`src/rtl/chaining_record_table_pkg.sv`:
```
// Shared types, sizing constants and the element-bit helper for the chaining
// record table and its per-slot entries.
package chaining_pkg;

   localparam int RECORDS     = 4;
   localparam int WRITE_PORTS = 2;
   localparam int REG_GROUP   = 8;
   localparam int OFFSETS     = 4;
   localparam int MASK_W      = REG_GROUP * OFFSETS;
   localparam int IDX_W       = 3;
   localparam int VD_W        = 5;
   localparam int OFF_W       = 2;
   localparam int BIT_IDX_W   = $clog2(MASK_W);

   typedef struct packed {
      logic              vd_valid;
      logic [VD_W-1:0]   vd;
      logic [IDX_W-1:0]  instIndex;
      logic [MASK_W-1:0] elementMask;
   } chaining_record_t;

   typedef struct packed {
      logic                 hit;
      logic [BIT_IDX_W-1:0] index;
   } elem_bit_t;

   // Register distance wraps modulo 32, so a write below vd lands far above
   // the group and misses.
   function automatic elem_bit_t elem_bit(input logic [VD_W-1:0]  vs,
                                          input logic [VD_W-1:0]  vd,
                                          input logic [OFF_W-1:0] offset);
      logic [VD_W-1:0] rel;
      elem_bit_t       res;
      rel       = vs - vd;
      res.hit   = (rel < VD_W'(REG_GROUP));
      res.index = {rel[2:0], offset};
      return res;
   endfunction

endpackage

```
`src/rtl/chaining_record_table_if.sv`:
```
// Allocation, write-completion, finish and flattened record signals of the
// chaining record table, bundled for connection to the issue/VRF side.
interface chaining_record_table_if;
   import chaining_pkg::*;

   logic                          alloc_valid;
   logic                          alloc_ready;
   logic                          alloc_vd_valid;
   logic [VD_W-1:0]               alloc_vd;
   logic [IDX_W-1:0]              alloc_instIndex;

   logic [WRITE_PORTS-1:0]        write_valid;
   logic [WRITE_PORTS*VD_W-1:0]   write_vs;
   logic [WRITE_PORTS*OFF_W-1:0]  write_offset;
   logic [WRITE_PORTS*IDX_W-1:0]  write_instIndex;

   logic                          finish_valid;
   logic [IDX_W-1:0]              finish_instIndex;

   logic [RECORDS-1:0]            record_vd_valid;
   logic [RECORDS*VD_W-1:0]       record_vd;
   logic [RECORDS*IDX_W-1:0]      record_instIndex;
   logic [RECORDS*MASK_W-1:0]     record_elementMask;
   logic [RECORDS-1:0]            record_valid;
   logic                          dup_error;

   modport master (
      output alloc_valid, alloc_vd_valid, alloc_vd, alloc_instIndex,
      output write_valid, write_vs, write_offset, write_instIndex,
      output finish_valid, finish_instIndex,
      input  alloc_ready, record_vd_valid, record_vd, record_instIndex,
      input  record_elementMask, record_valid, dup_error
   );

   modport slave (
      input  alloc_valid, alloc_vd_valid, alloc_vd, alloc_instIndex,
      input  write_valid, write_vs, write_offset, write_instIndex,
      input  finish_valid, finish_instIndex,
      output alloc_ready, record_vd_valid, record_vd, record_instIndex,
      output record_elementMask, record_valid, dup_error
   );

endinterface

```
`src/rtl/chaining_record_table_entry.sv`:
```
// One chaining record slot: loads on allocation, accumulates element-written
// bits from matching VRF write completions, and drops valid on finish.
module chaining_record_entry
   import chaining_pkg::*;
(
   input  logic                         clock,
   input  logic                         reset,
   input  logic                         alloc_en,
   input  chaining_record_t             alloc_rec,
   input  logic [WRITE_PORTS-1:0]       write_valid,
   input  logic [WRITE_PORTS*VD_W-1:0]  write_vs,
   input  logic [WRITE_PORTS*OFF_W-1:0] write_offset,
   input  logic [WRITE_PORTS*IDX_W-1:0] write_instIndex,
   input  logic                         finish_valid,
   input  logic [IDX_W-1:0]             finish_instIndex,
   output chaining_record_t             rec,
   output logic                         valid
);

   chaining_record_t  rec_q, rec_d;
   logic              valid_q, valid_d;
   logic [MASK_W-1:0] set_mask;
   elem_bit_t         eb;

   always_comb begin
      // NOTE: every always_comb output gets a default first so no path leaves
      // it unassigned and a latch is never inferred.
      rec_d    = rec_q;
      valid_d  = valid_q;
      set_mask = '0;
      eb       = '0;

      // Ports hitting the same slot simply OR their bits together.
      for (int p = 0; p < WRITE_PORTS; p++) begin
         if (write_valid[p] && valid_q && rec_q.vd_valid &&
             (write_instIndex[p*IDX_W +: IDX_W] == rec_q.instIndex)) begin
            eb = elem_bit(write_vs[p*VD_W +: VD_W], rec_q.vd,
                          write_offset[p*OFF_W +: OFF_W]);
            if (eb.hit) set_mask[eb.index] = 1'b1;
         end
      end
      rec_d.elementMask = rec_q.elementMask | set_mask;

      if (finish_valid && valid_q && (finish_instIndex == rec_q.instIndex))
         valid_d = 1'b0;

      // Only a free slot is ever selected, so this never races a finish.
      if (alloc_en) begin
         rec_d             = alloc_rec;
         rec_d.elementMask = '0;
         valid_d           = 1'b1;
      end
   end

   // NOTE: sequential state uses non-blocking assignments so every flop
   // samples pre-edge values regardless of statement order.
   always_ff @(posedge clock or negedge reset) begin
      if (!reset) begin
         rec_q   <= '0;
         valid_q <= 1'b0;
      end else begin
         rec_q   <= rec_d;
         valid_q <= valid_d;
      end
   end

   assign rec   = rec_q;
   assign valid = valid_q;

endmodule

```
`src/rtl/chaining_record_table.sv`:
```
// Live chaining record table: picks the lowest free slot for each allocation,
// flags duplicate live instruction indices, and flattens slot state for checkers.
module chaining_record_table
   import chaining_pkg::*;
(
   input  logic                    clock,
   input  logic                    reset,
   chaining_record_table_if.slave  bus
);

   chaining_record_t rec [RECORDS];
   logic [RECORDS-1:0] valid;
   logic [RECORDS-1:0] alloc_sel;
   logic               found;
   logic               alloc_ready;
   logic               alloc_fire;
   logic               dup_hit;
   logic               dup_error_q, dup_error_d;
   chaining_record_t   alloc_rec;

   logic [RECORDS-1:0]        flat_vd_valid;
   logic [RECORDS*VD_W-1:0]   flat_vd;
   logic [RECORDS*IDX_W-1:0]  flat_idx;
   logic [RECORDS*MASK_W-1:0] flat_mask;

   // Ready depends on registered valid bits only; a slot freed this cycle is
   // not offered until the next one.
   assign alloc_ready = ~&valid;
   assign alloc_fire  = bus.alloc_valid & alloc_ready;

   always_comb begin
      alloc_sel = '0;
      found     = 1'b0;
      dup_hit   = 1'b0;
      for (int i = 0; i < RECORDS; i++) begin
         if (!valid[i] && !found) begin
            alloc_sel[i] = 1'b1;
            found        = 1'b1;
         end
         if (valid[i] && (rec[i].instIndex == bus.alloc_instIndex))
            dup_hit = 1'b1;
      end
      dup_error_d = dup_error_q | (alloc_fire & dup_hit);
   end

   always_comb begin
      alloc_rec             = '0;
      alloc_rec.vd_valid    = bus.alloc_vd_valid;
      alloc_rec.vd          = bus.alloc_vd;
      alloc_rec.instIndex   = bus.alloc_instIndex;
   end

   for (genvar g = 0; g < RECORDS; g++) begin : g_entry
      chaining_record_entry u_entry (
         .clock            (clock),
         .reset            (reset),
         .alloc_en         (alloc_fire & alloc_sel[g]),
         .alloc_rec        (alloc_rec),
         .write_valid      (bus.write_valid),
         .write_vs         (bus.write_vs),
         .write_offset     (bus.write_offset),
         .write_instIndex  (bus.write_instIndex),
         .finish_valid     (bus.finish_valid),
         .finish_instIndex (bus.finish_instIndex),
         .rec              (rec[g]),
         .valid            (valid[g])
      );
   end

   always_ff @(posedge clock or negedge reset) begin
      if (!reset) dup_error_q <= 1'b0;
      else        dup_error_q <= dup_error_d;
   end

   always_comb begin
      flat_vd_valid = '0;
      flat_vd       = '0;
      flat_idx      = '0;
      flat_mask     = '0;
      for (int i = 0; i < RECORDS; i++) begin
         flat_vd_valid[i]               = rec[i].vd_valid;
         flat_vd[i*VD_W +: VD_W]        = rec[i].vd;
         flat_idx[i*IDX_W +: IDX_W]     = rec[i].instIndex;
         flat_mask[i*MASK_W +: MASK_W]  = rec[i].elementMask;
      end
   end

   assign bus.alloc_ready        = alloc_ready;
   assign bus.record_valid       = valid;
   assign bus.record_vd_valid    = flat_vd_valid;
   assign bus.record_vd          = flat_vd;
   assign bus.record_instIndex   = flat_idx;
   assign bus.record_elementMask = flat_mask;
   assign bus.dup_error          = dup_error_q;

endmodule

```
`src/flat_wrapper.sv`:
```
// flat-port wrapper written by rule: the top's interface ports become plain ports
module chaining_record_table_flat import chaining_pkg::*;
  (clock, reset, bus_alloc_valid, bus_alloc_vd_valid, bus_alloc_vd, bus_alloc_instIndex, bus_write_valid, bus_write_vs, bus_write_offset, bus_write_instIndex, bus_finish_valid, bus_finish_instIndex, bus_alloc_ready, bus_record_vd_valid, bus_record_vd, bus_record_instIndex, bus_record_elementMask, bus_record_valid, bus_dup_error);
  chaining_record_table_if bus_i ();
  input  logic clock;
  input  logic reset;
  input wire logic [$bits(bus_i.alloc_valid)-1:0] bus_alloc_valid;
  input wire logic [$bits(bus_i.alloc_vd_valid)-1:0] bus_alloc_vd_valid;
  input wire logic [$bits(bus_i.alloc_vd)-1:0] bus_alloc_vd;
  input wire logic [$bits(bus_i.alloc_instIndex)-1:0] bus_alloc_instIndex;
  input wire logic [$bits(bus_i.write_valid)-1:0] bus_write_valid;
  input wire logic [$bits(bus_i.write_vs)-1:0] bus_write_vs;
  input wire logic [$bits(bus_i.write_offset)-1:0] bus_write_offset;
  input wire logic [$bits(bus_i.write_instIndex)-1:0] bus_write_instIndex;
  input wire logic [$bits(bus_i.finish_valid)-1:0] bus_finish_valid;
  input wire logic [$bits(bus_i.finish_instIndex)-1:0] bus_finish_instIndex;
  output wire logic [$bits(bus_i.alloc_ready)-1:0] bus_alloc_ready;
  output wire logic [$bits(bus_i.record_vd_valid)-1:0] bus_record_vd_valid;
  output wire logic [$bits(bus_i.record_vd)-1:0] bus_record_vd;
  output wire logic [$bits(bus_i.record_instIndex)-1:0] bus_record_instIndex;
  output wire logic [$bits(bus_i.record_elementMask)-1:0] bus_record_elementMask;
  output wire logic [$bits(bus_i.record_valid)-1:0] bus_record_valid;
  output wire logic [$bits(bus_i.dup_error)-1:0] bus_dup_error;
  assign bus_i.alloc_valid = bus_alloc_valid;
  assign bus_i.alloc_vd_valid = bus_alloc_vd_valid;
  assign bus_i.alloc_vd = bus_alloc_vd;
  assign bus_i.alloc_instIndex = bus_alloc_instIndex;
  assign bus_i.write_valid = bus_write_valid;
  assign bus_i.write_vs = bus_write_vs;
  assign bus_i.write_offset = bus_write_offset;
  assign bus_i.write_instIndex = bus_write_instIndex;
  assign bus_i.finish_valid = bus_finish_valid;
  assign bus_i.finish_instIndex = bus_finish_instIndex;
  assign bus_alloc_ready = bus_i.alloc_ready;
  assign bus_record_vd_valid = bus_i.record_vd_valid;
  assign bus_record_vd = bus_i.record_vd;
  assign bus_record_instIndex = bus_i.record_instIndex;
  assign bus_record_elementMask = bus_i.record_elementMask;
  assign bus_record_valid = bus_i.record_valid;
  assign bus_dup_error = bus_i.dup_error;
  chaining_record_table u_core (.clock(clock), .reset(reset), .bus(bus_i));
endmodule
```
`config.mk`:
```
export PLATFORM = sky130hd
export DESIGN_NAME = chaining_record_table_flat
export DESIGN_NICKNAME = d
export VERILOG_FILES = /design/src/rtl/chaining_record_table_pkg.sv /design/src/rtl/chaining_record_table_if.sv /design/src/rtl/chaining_record_table_entry.sv /design/src/rtl/chaining_record_table.sv /design/src/flat_wrapper.sv
export SDC_FILE = /design/constraint.sdc
export NUM_CORES = 1
export LEC_CHECK = 0
export ABC_CLOCK_PERIOD_IN_PS = 6000
export BUFFER_PORTS_ARGS = -buffer_cell sky130_fd_sc_hd__buf_4
export CORE_MARGIN = 4
export CORE_UTILIZATION = 60
export DETAILED_ROUTE_END_ITERATION = 16
export GPL_TIMING_DRIVEN = 0
export PLACE_DENSITY = 0.83
export SYNTH_ARGS = -nofsm -noshare
export SYNTH_HDL_FRONTEND = slang
export SYNTH_SLANG_ARGS = --single-unit
```
`constraint.sdc`:
```
create_clock -name clock -period 6 [get_ports clock]
set_input_delay 1.2 -clock clock [delete_from_list [all_inputs] [get_ports clock]]
set_output_delay 1.2 -clock clock [all_outputs]
set_load 0.01 [all_outputs]
```
==> results of run 1 <==
-- metrics by stage --
step           instance area, sq um  total power, uW  cells
3_3_place_gp                  12200             4500   1510
4_1_cts                       12800             5640   1543
5_1_grt                       12800             6050   1544
2_1_floorplan                 10400             3560   1090
6_report                      12800             5740   1544
3_5_place_dp                  12200             4580   1511
-- state kept, by name, summed over array words and instances, names as in the netlist --
signal                        cells
u_core.g_entry.u_entry.rec      164
u_core.g_entry.u_entry.valid      4
u_core.bus.dup_error              1
-- worst max-delay path, delay by kind of cell --
family / cells / cell delay, ns
AO/OA/AOI/OAI: 3 / 0.79
adder cells (fa/ha/maj): 2 / 0.65
buffers and inverters: 4 / 0.85
AND/OR/NAND/NOR: 2 / 0.26
-- kinds of logic after synthesis --
family,Yosys count,share of synthesized area
adder cells (fa/ha/maj),40,0.0539
AO/OA/AOI/OAI,169,0.130
flip-flops,169,0.407
multiplexers,18,0.0195
XOR/XNOR,72,0.0606
AND/OR/NAND/NOR,471,0.256
buffers and inverters,151,0.0729
-- layer usage --
| metal | part of all wire | vias up |
|---|---|---|
| met5 | 0 | - |
| met4 | 0.047 | 0 |
| met3 | 0.11 | 143 |
| met2 | 0.46 | 827 |
| met1 | 0.38 | 5077 |
| li1 | - | 4625 |
-- final cells by class --
type	instances	area, sq um
Multi-Input combinational cell	770	5420
Sequential cell	169	4230
Fill cell	1234	3990
Timing Repair Buffer	201	1540
Buffer	127	668
Clock buffer	20	457
Tap cell	220	275
Clock inverter	12	92.6
Inverter	24	90.1
Antenna cell	1	2.50
-- worst paths after layout --
| path | slack (ns) | startpoint | cells after the start | end |
|---|---|---|---|---|
| min in group asynchronous | 0.71 | reset | 1 | u_core.g_entry[0].u_entry.rec[19]$_DFF_PN0_ |
| max | 2.56 | bus_write_vs[5] | 11 | u_core.g_entry[3].u_entry.rec[14]$_DFF_PN0_ |
| min | 0.49 | u_core.bus.dup_error$_DFF_PN0_ | 1 | u_core.bus.dup_error$_DFF_PN0_ |
| min reg2reg | 0.49 | u_core.bus.dup_error$_DFF_PN0_ | 1 | u_core.bus.dup_error$_DFF_PN0_ |
| max reg2reg | 3.22 | u_core.g_entry[3].u_entry.rec[35]$_DFFE_PN0P_ | 9 | u_core.g_entry[3].u_entry.rec[14]$_DFF_PN0_ |
| max in group asynchronous | 4.39 | reset | 2 | u_core.g_entry[2].u_entry.rec[31]$_DFF_PN0_ |
-- power groups by stage --
stage | clock (uW) | combinational (uW) | sequential [uW]
after floorplan | 0 | 2060 | 1500
after global routing | 1100 | 3470 | 1490
after CTS | 1050 | 3130 | 1460
final | 1050 | 3220 | 1470
after detailed placement | 0 | 3100 | 1480
after global placement | 0 | 3020 | 1480
-- Yosys cell counts, drive strengths merged, types with 9 or more instances --
master,number,share of area
nand2,100,0.036
nand3b,9,0.0065
xnor2,39,0.033
buf,49,0.035
o31a,128,0.11
ha,32,0.038
dfrtp,169,0.41
xor2,33,0.028
a21oi,24,0.012
nor2b,16,0.0096
mux2,18,0.019
nand3,49,0.024
inv,24,0.0087
clkbuf,78,0.029
nor4,256,0.15
==> summary.md, run 1 <==
The tools report the initial antenna violation count as 1. Measured along the y axis, the die boundary spans 140 um. The wire-length estimate of the detail-placed layout is 27.3 mm. Setup repair after global routing left no endpoint under its margin. The largest single stage delay on the critical path is 0.48 ns. For the met3 usage in global routing, the log shows 0.0748. The run gives 1388 as the number of nets at the end of the flow.

The flow ran to the end, and the final reports show no timing, DRC or antenna violations. The Yosys step of the flow raised 0 warnings. In the routed layout, each cell is associated on average with a via count of 6.91. After clock tree synthesis, the clock-pin slew on the worst setup and hold paths is 0.07 ns. The iteration-0 DRC count of the detailed router was 997. The most used flip-flop cell after synthesis is sky130_fd_sc_hd__dfrtp_1. The run gives 3.76 ns as the worst endpoint data arrival time. The fraction of final layout cells sized beyond drive strength 1 is 0.232. Worst setup path category: primary input to flop. The async set-reset flop share out of synthesis was 1.00.

In the synthesized netlist, the number of instances is 1090. The largest fanout on the critical path was 10; the total clock buffers created by CTS was 17. The antenna violation net count after detailed routing came out at 0.

The number of flops mapped to enable cells by yosys is 0. The total vias in the final route was 10700; the post-route core utilization was 0.762. The worst path needs 3.44 ns of the cycle, external delays included. Data on the critical path is required at its endpoint by 6.32 ns. The worst setup path is captured at a flop.

Counting stages on the worst path, the most repeated cell is sky130_fd_sc_hd__inv_1. For the number of library cell types mapped by synthesis, the log shows 36. Buffers added to address setup during post-CTS repair amount to 0. After detailed routing, the average wire length per cell comes to 24.0 um.

For the pin with the worst max-slew slack, the measured transition is 0.899 ns. Counting flops and latches in the post-synthesis netlist gives 169. The number of buffers added on ports is 200. The number of rows in the core area was 47; the sum of negative setup slack was 0 ns.

The number of global-route vias before repair is 10400, and the part of the total power dissipated in sequential elements is 0.256. The switching part of the total power was 0.492. Leaving out fill and tap cells, the most frequent cells in the layout are sky130_fd_sc_hd__nor4_1, sky130_fd_sc_hd__buf_4, sky130_fd_sc_hd__dfrtp_1, sky130_fd_sc_hd__o31a_1, sky130_fd_sc_hd__nand2_1. Counting along the longest clock path gives a buffer depth of 2. Overall global routing resource usage: 0.371. Entering global routing, the biggest net connects 98 pins. Pin placement for this block handled 208 I/O pins.

The first global-routing pass estimated 57.9 mm of wire. The tools report the total core area as 16800 sq um. The clock root buffer is sky130_fd_sc_hd__clkbuf_16. Setup violations remaining at the end of the flow were counted as 0.

DRC violation count after routing: 0. The met2 usage in global routing is 0.591. The slack of the critical path came out at 2.56 ns.

Timing analysis after detailed placement gives a worst setup slack of 2.23 ns. The run gives 1168 as the number of nets produced by synthesis. Summing every instance area after synthesis gives 10400 sq um. The sequential cell area fraction in the yosys report is 0.407, and the clock sink total is 169. At the end of routability-driven placement, the weighted congestion stood at 1.03. Summed over all cells, the static leakage comes to 0.00542 uW.

After synthesis, the mean cell area works out to 9.54 sq um. Wires add up to 37.1 mm. The library cell used most frequently in the layout, excluding fill and tap cells, is sky130_fd_sc_hd__nor4_1. The count of endpoints failing hold in the final timing report was 0; the chip width was 140 um. TritonCTS built the clock tree. Walking the worst path, the cells encountered are buf_4 > inv_1 > ha_1 > inv_1 > fa_1 > nand3_1 > a21oi_1 > o211ai_1 > clkbuf_1 > nor4_1 > o31a_1.

In this run the worst hold path is classified as flop to flop. The area of the die came out at 19500 sq um. Max-cap violations in this run came to 0. Global routing finished with a remaining overflow of 0. For the number of detailed-routing iterations run before antenna repair, the log shows 5. For the met1 layer usage reported by global route, the log shows 0.487. For the final database, setup skew stands at 0.0111 ns. The worst setup path is launched from a primary input.

The logs give 0.44 ns for the clock latency at the later pin of the worst-skew pair and 0.621 for the initial core utilization. Highest clock rate: 0.291 GHz. The highest ir drop seen on vdd is 0.000306 V.

The depth of the CTS H-tree was 4; the tightest slew margin relative to the limit was 0.401. In this run, post-CTS repair resized a total of 0 instances. For the total internal power, the log shows 2920 uW. For this design, the slowest cell found on the critical path is sky130_fd_sc_hd__clkbuf_1.

The final worst-path cycle share was 0.573. In this run the most used layer during global routing was met2. The power density normalized to cell area is 450 nW/um^2. The smallest hold slack is 0.488 ns.

The analysis attributes to net switching a power of 2830 uW. The portion of total power attributed to combinational logic is 0.561, and the layout-stage area growth over the synthesis result is 22.7%. The proportion of power drawn by the clock network is 0.183. The total of hold buffers inserted after clock tree synthesis was 0; the total count of max-transition violations in the final report was 0.
Note: power is estimated with default switching activity, not from simulation.
==> inputs of run 2 (changes only) <==
- ABC_CLOCK_PERIOD_IN_PS: 6000 -> 3000
- CORE_UTILIZATION: 60 -> 51
- PLACE_DENSITY: 0.83 -> 0.75
- clock period: 6 -> 3 ns (I/O delays scaled with it)
==> run 2 against run 1 <==
Clock skew decreased by 0.0040 ns. Cell count up 2.8%. Total power rose by 100%. Clock power up 130%. Critical path depth unchanged. Via count down 3.4%. Worst hold slack got worse by 0.32 ns. Register-to-register slack worse by 3.0 ns. Critical endpoint is now u_core.g_entry[3].u_entry.rec[7]$_DFF_PN0_. Highest routed layer unchanged.
==> summary.md, run 2 (synthesized netlist as in run 1, its figures left out) <==
The flow ran to the end, and the final reports show no timing, DRC or antenna violations. The fraction of final layout cells sized beyond drive strength 1 was 0.230 (was 0.232); the proportion of power drawn by the clock network was 0.209 (was 0.183). The aggregate global routing overflow came out at 0 (unchanged). The tools report the clock root buffer as sky130_fd_sc_hd__clkbuf_16 (unchanged). The total vias in the final route was 10300 (was 10700).

The minimum clock period after layout is 2.88 ns, and the total core area is 19800 sq um (was 16800 sq um). The number of setup violations in the final report is 0 (unchanged), and the part of the total power dissipated in sequential elements is 0.251 (was 0.256). The worst endpoint data arrival time was 3.20 ns (was 3.76 ns). The tools report the count of endpoints failing hold in the final timing report as 0 (unchanged). The cell at the slowest stage of the critical path was sky130_fd_sc_hd__clkbuf_1 (unchanged).

Number of buffers added on ports: 200 (unchanged). Setup repair after global routing left no endpoint under its margin. The DRC violation count after routing came out at 0 (unchanged). The portion of total power attributed to combinational logic came out at 0.540 (was 0.561).

The logs give 0.405 (was 0.401) for the tightest slew margin relative to the limit and 0.961 (was 1.03) for the final weighted congestion in routability-driven placement. The power density normalized to cell area was 912 nW/um^2 (was 450 nW/um^2). The final worst-path cycle share is 0.961. The number of setup buffers added after CTS was 0 (unchanged). The run gives 0 (unchanged) as the total count of max-transition violations in the final report. The via-per-instance ratio works out to 6.50 (was 6.91). The layout-stage area growth over the synthesis result works out to 24.1% (was 22.7%).

The run gives 0.00705 ns (was 0.0111 ns) as the worst clock skew. The number of nets at the end of the flow was 1388 (unchanged). The number of cell instances on the worst register-to-register path was 9 (unchanged). The pin slew with the least headroom to its limit is 0.893 ns (was 0.899 ns).

The tools report the kind of end point of the critical path as a flop (unchanged). The logs give 96 (was 98) for the largest net degree at the start of global routing and 4 (unchanged) for the depth of the CTS H-tree. The most common library cell in the layout ignoring fill and taps was sky130_fd_sc_hd__nor4_1 (unchanged). The maximum number of buffers from clock root to sink was 2 (unchanged); the number of filler cells placed in the layout was 1693 (was 1234). The number of gates resized after CTS came out at 0 (unchanged). The tools report the final wirelength as 36.5 mm (was 37.1 mm). The number of buffers and inverters on the critical path was 4 (unchanged); the global-route wire length before repair was 56.2 mm (was 57.9 mm). Type of the most critical hold path: primary input to asynchronous set/reset pin (was flop to flop). The logs give 10100 (was 10400) for the number of global-route vias before repair and 0 (unchanged) for the antenna violation net count after detailed routing. The number of antenna diodes was 0 (was 1); the routed wirelength normalized by instance count was 23.0 um (was 24.0 um). Initial core utilization: 0.526 (was 0.621). The setup slack on the worst flop-to-flop path is 0.24 ns (was 3.22 ns), and the switching part of the total power is 0.471 (was 0.492). The delay of the slowest cell on the worst path was 0.45 ns (was 0.48 ns); the flip-flop count of the largest register after layout was 164 (unchanged). The chip width works out to 151 um (was 140 um). The static power due to leakage was 0.00547 uW (was 0.00542 uW); the post-route core utilization was 0.653 (was 0.762). Highest-count cells in the layout ignoring fill and taps: sky130_fd_sc_hd__nor4_1, sky130_fd_sc_hd__buf_4, sky130_fd_sc_hd__dfrtp_1, sky130_fd_sc_hd__o31a_1, sky130_fd_sc_hd__nand2_1 (unchanged). The terminus of the critical flop-to-flop path was u_core.g_entry[3].u_entry.rec[7]$_DFF_PN0_ (was u_core.g_entry[3].u_entry.rec[14]$_DFF_PN0_). The initial antenna violation count was 0 (was 1); the highest clock rate was 0.347 GHz. Clock sink total: 169 (unchanged). The number of rows in the core area was 51 (was 47); the highest ir drop seen on vdd was 0.000554 V (was 0.000306 V). For the overall global routing resource usage, the log shows 0.320 (was 0.371).

The tools report the post-detailed-placement half-perimeter wirelength as 26.9 mm (was 27.3 mm). The run gives 0 ns (unchanged) as the sum of negative setup slack. Reg-to-reg critical path startpoint: u_core.g_entry[3].u_entry.rec[35]$_DFFE_PN0P_ (unchanged). The area of the die is 22700 sq um (was 19500 sq um), and the I/O pin total is 208 (unchanged). Switching power: 5540 uW (was 2830 uW).

The clock-pin slew on the worst setup and hold paths works out to 0.07 ns (about the same). The total internal power came out at 6230 uW (was 2920 uW). The number of detailed-routing iterations run before antenna repair is 5 (unchanged). For the iteration-0 DRC count of the detailed router, the log shows 940 (was 997). The worst setup path category is primary input to flop (unchanged).

Cell-by-cell listing of the critical path: buf_4 > inv_1 > ha_1 > inv_1 > fa_1 > nand3_1 > a21oi_1 > o211ai_1 > clkbuf_1 > nor4_1 > o31a_1 (unchanged). The run gives 3.32 ns (was 6.32 ns) as the data required time of the worst path. The largest delay contributor family on the critical path was buffers and inverters (unchanged). The largest fanout on the critical path was 10 (unchanged). Most common cell type on the critical path: sky130_fd_sc_hd__inv_1 (unchanged). The height of the die was 151 um (was 140 um); the total of hold buffers inserted after clock tree synthesis was 0 (unchanged). The tools report the startpoint type of the worst setup path as a primary input (unchanged).

The run gives 0.43 ns (was 0.44 ns) as the clock latency at the later pin of the worst-skew pair. TritonCTS built the clock tree. The number of max-cap violations came out at 0 (unchanged). The total clock buffers created by CTS was 17 (unchanged). The critical path launch point was bus_write_vs[5] (unchanged).
[run 2: cell types whose count changed in the layout (fill, tap and decap cells not counted), sizes merged]
cell      change
bufinv        +5
clkinvlp      -3
clkinv        -2
inv           -2
clkbuf        +1
diode         -1
[run 2: layout make-up]
| cell class | count | area, sq um | share of cell area |
|---|---|---|---|
| multi-input combinational | 770 | 5420 | 0.419 |
| sequential | 169 | 4230 | 0.327 |
| timing repair buffer | 201 | 1540 | 0.119 |
| buffer | 127 | 668 | 0.0517 |
| clock buffer | 21 | 450 | 0.0349 |
| tap | 265 | 332 | 0.0257 |
| clock inverter | 10 | 193 | 0.0149 |
| inverter | 24 | 90.1 | 0.00698 |
[run 2: worst max path at each step]
stage | endpoint | slack, ns | depth (start not counted)
floorplan | u_core.g_entry[3].u_entry.rec[25]$_DFF_PN0_ | 0.47 | 10
global placement | u_core.g_entry[3].u_entry.rec[7]$_DFF_PN0_ | -0.16 | 11
detailed placement | u_core.g_entry[3].u_entry.rec[7]$_DFF_PN0_ | -0.24 | 11
CTS | u_core.g_entry[3].u_entry.rec[7]$_DFF_PN0_ | 0.21 | 11
global route | u_core.g_entry[3].u_entry.rec[25]$_DFF_PN0_ | 0.06 | 11
finish | u_core.g_entry[3].u_entry.rec[7]$_DFF_PN0_ | 0.12 | 11
[run 2: power by group through the flow]
stage               clock (uW)  combinational (uW)  sequential [uW]
global placement             0                6050             2980
floorplan                    0                4110             3010
global route              2570                6900             2970
detailed placement           0                6160             2980
finish                    2460                6360             2950
CTS                       2470                6200             2940
[run 2: through the flow]
step / total power, uW / cells / cell area [sq um] / hold WS (ns) / worst slack [ns]
after detailed placement: 9150 / 1556 / 12300 / 0.465 / -0.239
after floorplan: 7120 / 1090 / 10400 / 0.304 / 0.474
final: 11800 / 1587 / 12900 / 0.167 / 0.117
after global routing: 12400 / 1587 / 12900 / 0.247 / 0.0565
after CTS: 11600 / 1587 / 12900 / 0.218 / 0.210
after global placement: 9020 / 1555 / 12200 / 0.458 / -0.161
[run 2: layer usage]
metal	routed length, um	global-route usage	vias up
met2	16400	0.492	656
met4	1430	0.135	0
met1	14800	0.447	4917
met5	0	0	-
met3	3880	0.0580	119
li1	-	-	4622
==> inputs of run 3 (changes only) <==
- BUFFER_PORTS_ARGS: -buffer_cell sky130_fd_sc_hd__buf_4 -> default
- CORE_MARGIN: 4 -> 2
- CORE_UTILIZATION: 51 -> 58
- DONT_BUFFER_PORTS: default -> 1
- PLACE_DENSITY: 0.75 -> 0.73
==> run 3 against run 2 <==
The flow now finishes with violations (negative hold slack). Fmax is 4.4% higher. Sequential share of layout area is 4.7 points higher. Critical endpoint is now u_core.g_entry[3].u_entry.rec[27]$_DFF_PN0_. Final area is 12% lower. Global-route usage is 4.6 points higher. Worst setup slack better by 0.12 ns. Via count is 8.1% lower. Register-to-register slack hardly changed. Largest power group unchanged.
==> summary.md, run 3 (synthesized netlist as in run 1, its figures left out) <==
The run gives 169 (was 0) as the count of endpoints failing hold in the final timing report. Highest ir drop seen on vdd: 0.000527 V (was 0.000554 V). The tools report the startpoint type of the worst setup path as a flop (was a primary input). The number of detailed-routing iterations run before antenna repair was 5 (unchanged).

The post-detailed-placement half-perimeter wirelength was 24.9 mm (was 26.9 mm). For the slack of the critical path, the log shows 0.238 ns (was 0.117 ns). Worst setup path category: flop to flop (was primary input to flop).

The clock-pin slew on the worst setup and hold paths was 0.07 ns (about the same). Number of instances in the placed design: 1315 (was 1556). The I/O pin total was 208 (unchanged); the minimum clock period after layout was 2.76 ns (was 2.88 ns). The checks that failed: negative hold slack. Number of max-cap violations: 0 (unchanged).

The tools report the clock root buffer as sky130_fd_sc_hd__clkbuf_16 (unchanged). Highest-count cells in the layout ignoring fill and taps: sky130_fd_sc_hd__nor4_1, sky130_fd_sc_hd__dfrtp_1, sky130_fd_sc_hd__o31a_1, sky130_fd_sc_hd__nand2_1, sky130_fd_sc_hd__clkbuf_1 (was sky130_fd_sc_hd__nor4_1, sky130_fd_sc_hd__buf_4, sky130_fd_sc_hd__dfrtp_1, sky130_fd_sc_hd__o31a_1, sky130_fd_sc_hd__nand2_1). The chip width works out to 138 um (was 151 um).

The data required time of the worst path was 3.37 ns (was 3.32 ns); the number of antenna diodes was 0 (unchanged). The flow ran to the end, but the final reports show violations. The largest net degree at the start of global routing is 170 (was 96), and the number of global-route vias before repair is 9392 (was 10100). The clock latency at the later pin of the worst-skew pair came out at 0.44 ns (was 0.43 ns).

TritonCTS built the clock tree. The tools report the initial antenna violation count as 0 (unchanged). The flip-flop count of the largest register after layout is 164 (unchanged), and the routed wirelength normalized by instance count is 25.4 um (was 23.0 um). The smallest hold slack is -0.148 ns (was 0.167 ns), and the number of buffers and inverters on the critical path is 2 (was 4). Highest clock rate: 0.362 GHz (was 0.347 GHz).

The run gives 0 (unchanged) as the total count of max-transition violations in the final report. The kind of end point of the critical path was a flop (unchanged). The maximum number of buffers from clock root to sink is 2 (unchanged). The largest delay contributor family on the critical path was simple AND/OR/NAND/NOR gates (was buffers and inverters). The tools report the number of setup violations in the final report as 0 (unchanged).

The logs give 17 (unchanged) for the total clock buffers created by CTS and 52.6 mm (was 56.2 mm) for the global-route wire length before repair. The run gives 1347 (was 1587) as the post-route non-filler standard cell count. The final wirelength was 34.1 mm (was 36.5 mm); the power density normalized to cell area was 976 nW/um^2 (was 912 nW/um^2).

The aggregate global routing overflow is 0 (unchanged). The initial core utilization was 0.597 (was 0.526); the iteration-0 DRC count of the detailed router was 877 (was 940). The tools report the depth of the CTS H-tree as 4 (unchanged). The tools report the static power due to leakage as 0.00440 uW (was 0.00547 uW). The logs give 0.403 (was 0.405) for the tightest slew margin relative to the limit and 11000 uW (was 11800 uW) for the power after layout.

Final weighted congestion in routability-driven placement: 0.978 (was 0.961). The tools report the total core area as 17400 sq um (was 19800 sq um). The number of buffers added on ports was 0 (was 200); the total vias in the final route was 9480 (was 10300).

The cell at the slowest stage of the critical path is sky130_fd_sc_hd__dfrtp_1 (was sky130_fd_sc_hd__clkbuf_1). The type of the most critical hold path is primary input to asynchronous set/reset pin (unchanged). The sum of negative setup slack was 0 ns (unchanged); the fraction of final layout cells sized beyond drive strength 1 was 0.0954 (was 0.230). The delay of the slowest cell on the worst path works out to 0.49 ns (was 0.45 ns). Cell-by-cell listing of the critical path: ha_1 > inv_1 > fa_1 > nand3_1 > a21oi_1 > nand4b_1 > clkbuf_1 > nor4_1 > o31a_1 (was buf_4 > inv_1 > ha_1 > inv_1 > fa_1 > nand3_1 > a21oi_1 > o211ai_1 > clkbuf_1 > nor4_1 > o31a_1). The worst endpoint data arrival time is 3.13 ns (was 3.20 ns), and the layout-stage area growth over the synthesis result is 8.66% (was 24.1%).

The run gives 48 (was 51) as the number of rows in the core area. The worst clock skew was 0.00881 ns (was 0.00705 ns). The pin slew with the least headroom to its limit was 0.896 ns (was 0.893 ns). The overall global routing resource usage is 0.365 (was 0.320), and the height of the die is 138 um (was 151 um).

The most common library cell in the layout ignoring fill and taps was sky130_fd_sc_hd__nor4_1 (unchanged). Via-per-instance ratio: 7.04 (was 6.50). The DRC violation count after routing was 0 (unchanged). The largest fanout on the critical path was 10 (unchanged); the final worst-path cycle share was 0.921 (was 0.961). Setup repair after global routing left no endpoint under its margin.

The area of the die was 19000 sq um (was 22700 sq um). The antenna violation net count after detailed routing is 0 (unchanged). The clock sink total is 169 (unchanged), and the worst slack after detailed placement is -0.0549 ns (was -0.239 ns). The number of nets at the end of the flow was 1187 (was 1388).
[run 3: through the flow]
step,area (sq um),util
finish,11300,0.649
global route,11300,0.649
CTS,11300,0.649
detailed placement,10700,0.613
global placement,10700,0.613
floorplan,10400,-
[run 3: final cells by class]
cell class	instances	area, sq um
Tap cell	225	282
Multi-Input combinational cell	770	5420
Inverter	24	90.1
Fill cell	1460	6110
Sequential cell	169	4230
Clock buffer	18	429
Clock inverter	14	189
Buffer	127	669
[run 3: worst paths after layout]
kind,slack [ns],to,depth (start not counted),startpoint
worst max-delay path,0.24,u_core.g_entry[3].u_entry.rec[27]$_DFF_PN0_,9,u_core.g_entry[3].u_entry.rec[35]$_DFFE_PN0P_
worst min-delay path,-0.15,u_core.g_entry[0].u_entry.rec[9]$_DFF_PN0_,0,reset
min in group clock,0.26,u_core.g_entry[3].u_entry.rec[39]$_DFFE_PN0P_,2,bus_alloc_vd[4]
worst min register to register,0.55,u_core.bus.dup_error$_DFF_PN0_,1,u_core.bus.dup_error$_DFF_PN0_
worst max register to register,0.24,u_core.g_entry[3].u_entry.rec[27]$_DFF_PN0_,9,u_core.g_entry[3].u_entry.rec[35]$_DFFE_PN0P_
max in group asynchronous,2.95,u_core.g_entry[3].u_entry.rec[30]$_DFF_PN0_,0,reset
[run 3: report_power, final]
group / internal (uW) / switching, uW
clock: 1330 / 1010
combinational: 1710 / 3830
sequential: 2600 / 550
[run 3: timing repair]
action                     CTS  global route
gates resized for setup      0             2
setup endpoints to repair    0             2
buffers inserted             0             0
hold endpoints to repair   169           169
[run 3: routing by layer]
layer	wire, um	share of wire	global-route usage	vias to the layer above
met5	0	0	0	-
met4	1710	0.050	0.176	0
met3	3830	0.11	0.109	146
met2	15500	0.45	0.567	603
met1	13100	0.38	0.468	4508
li1	-	-	-	4223
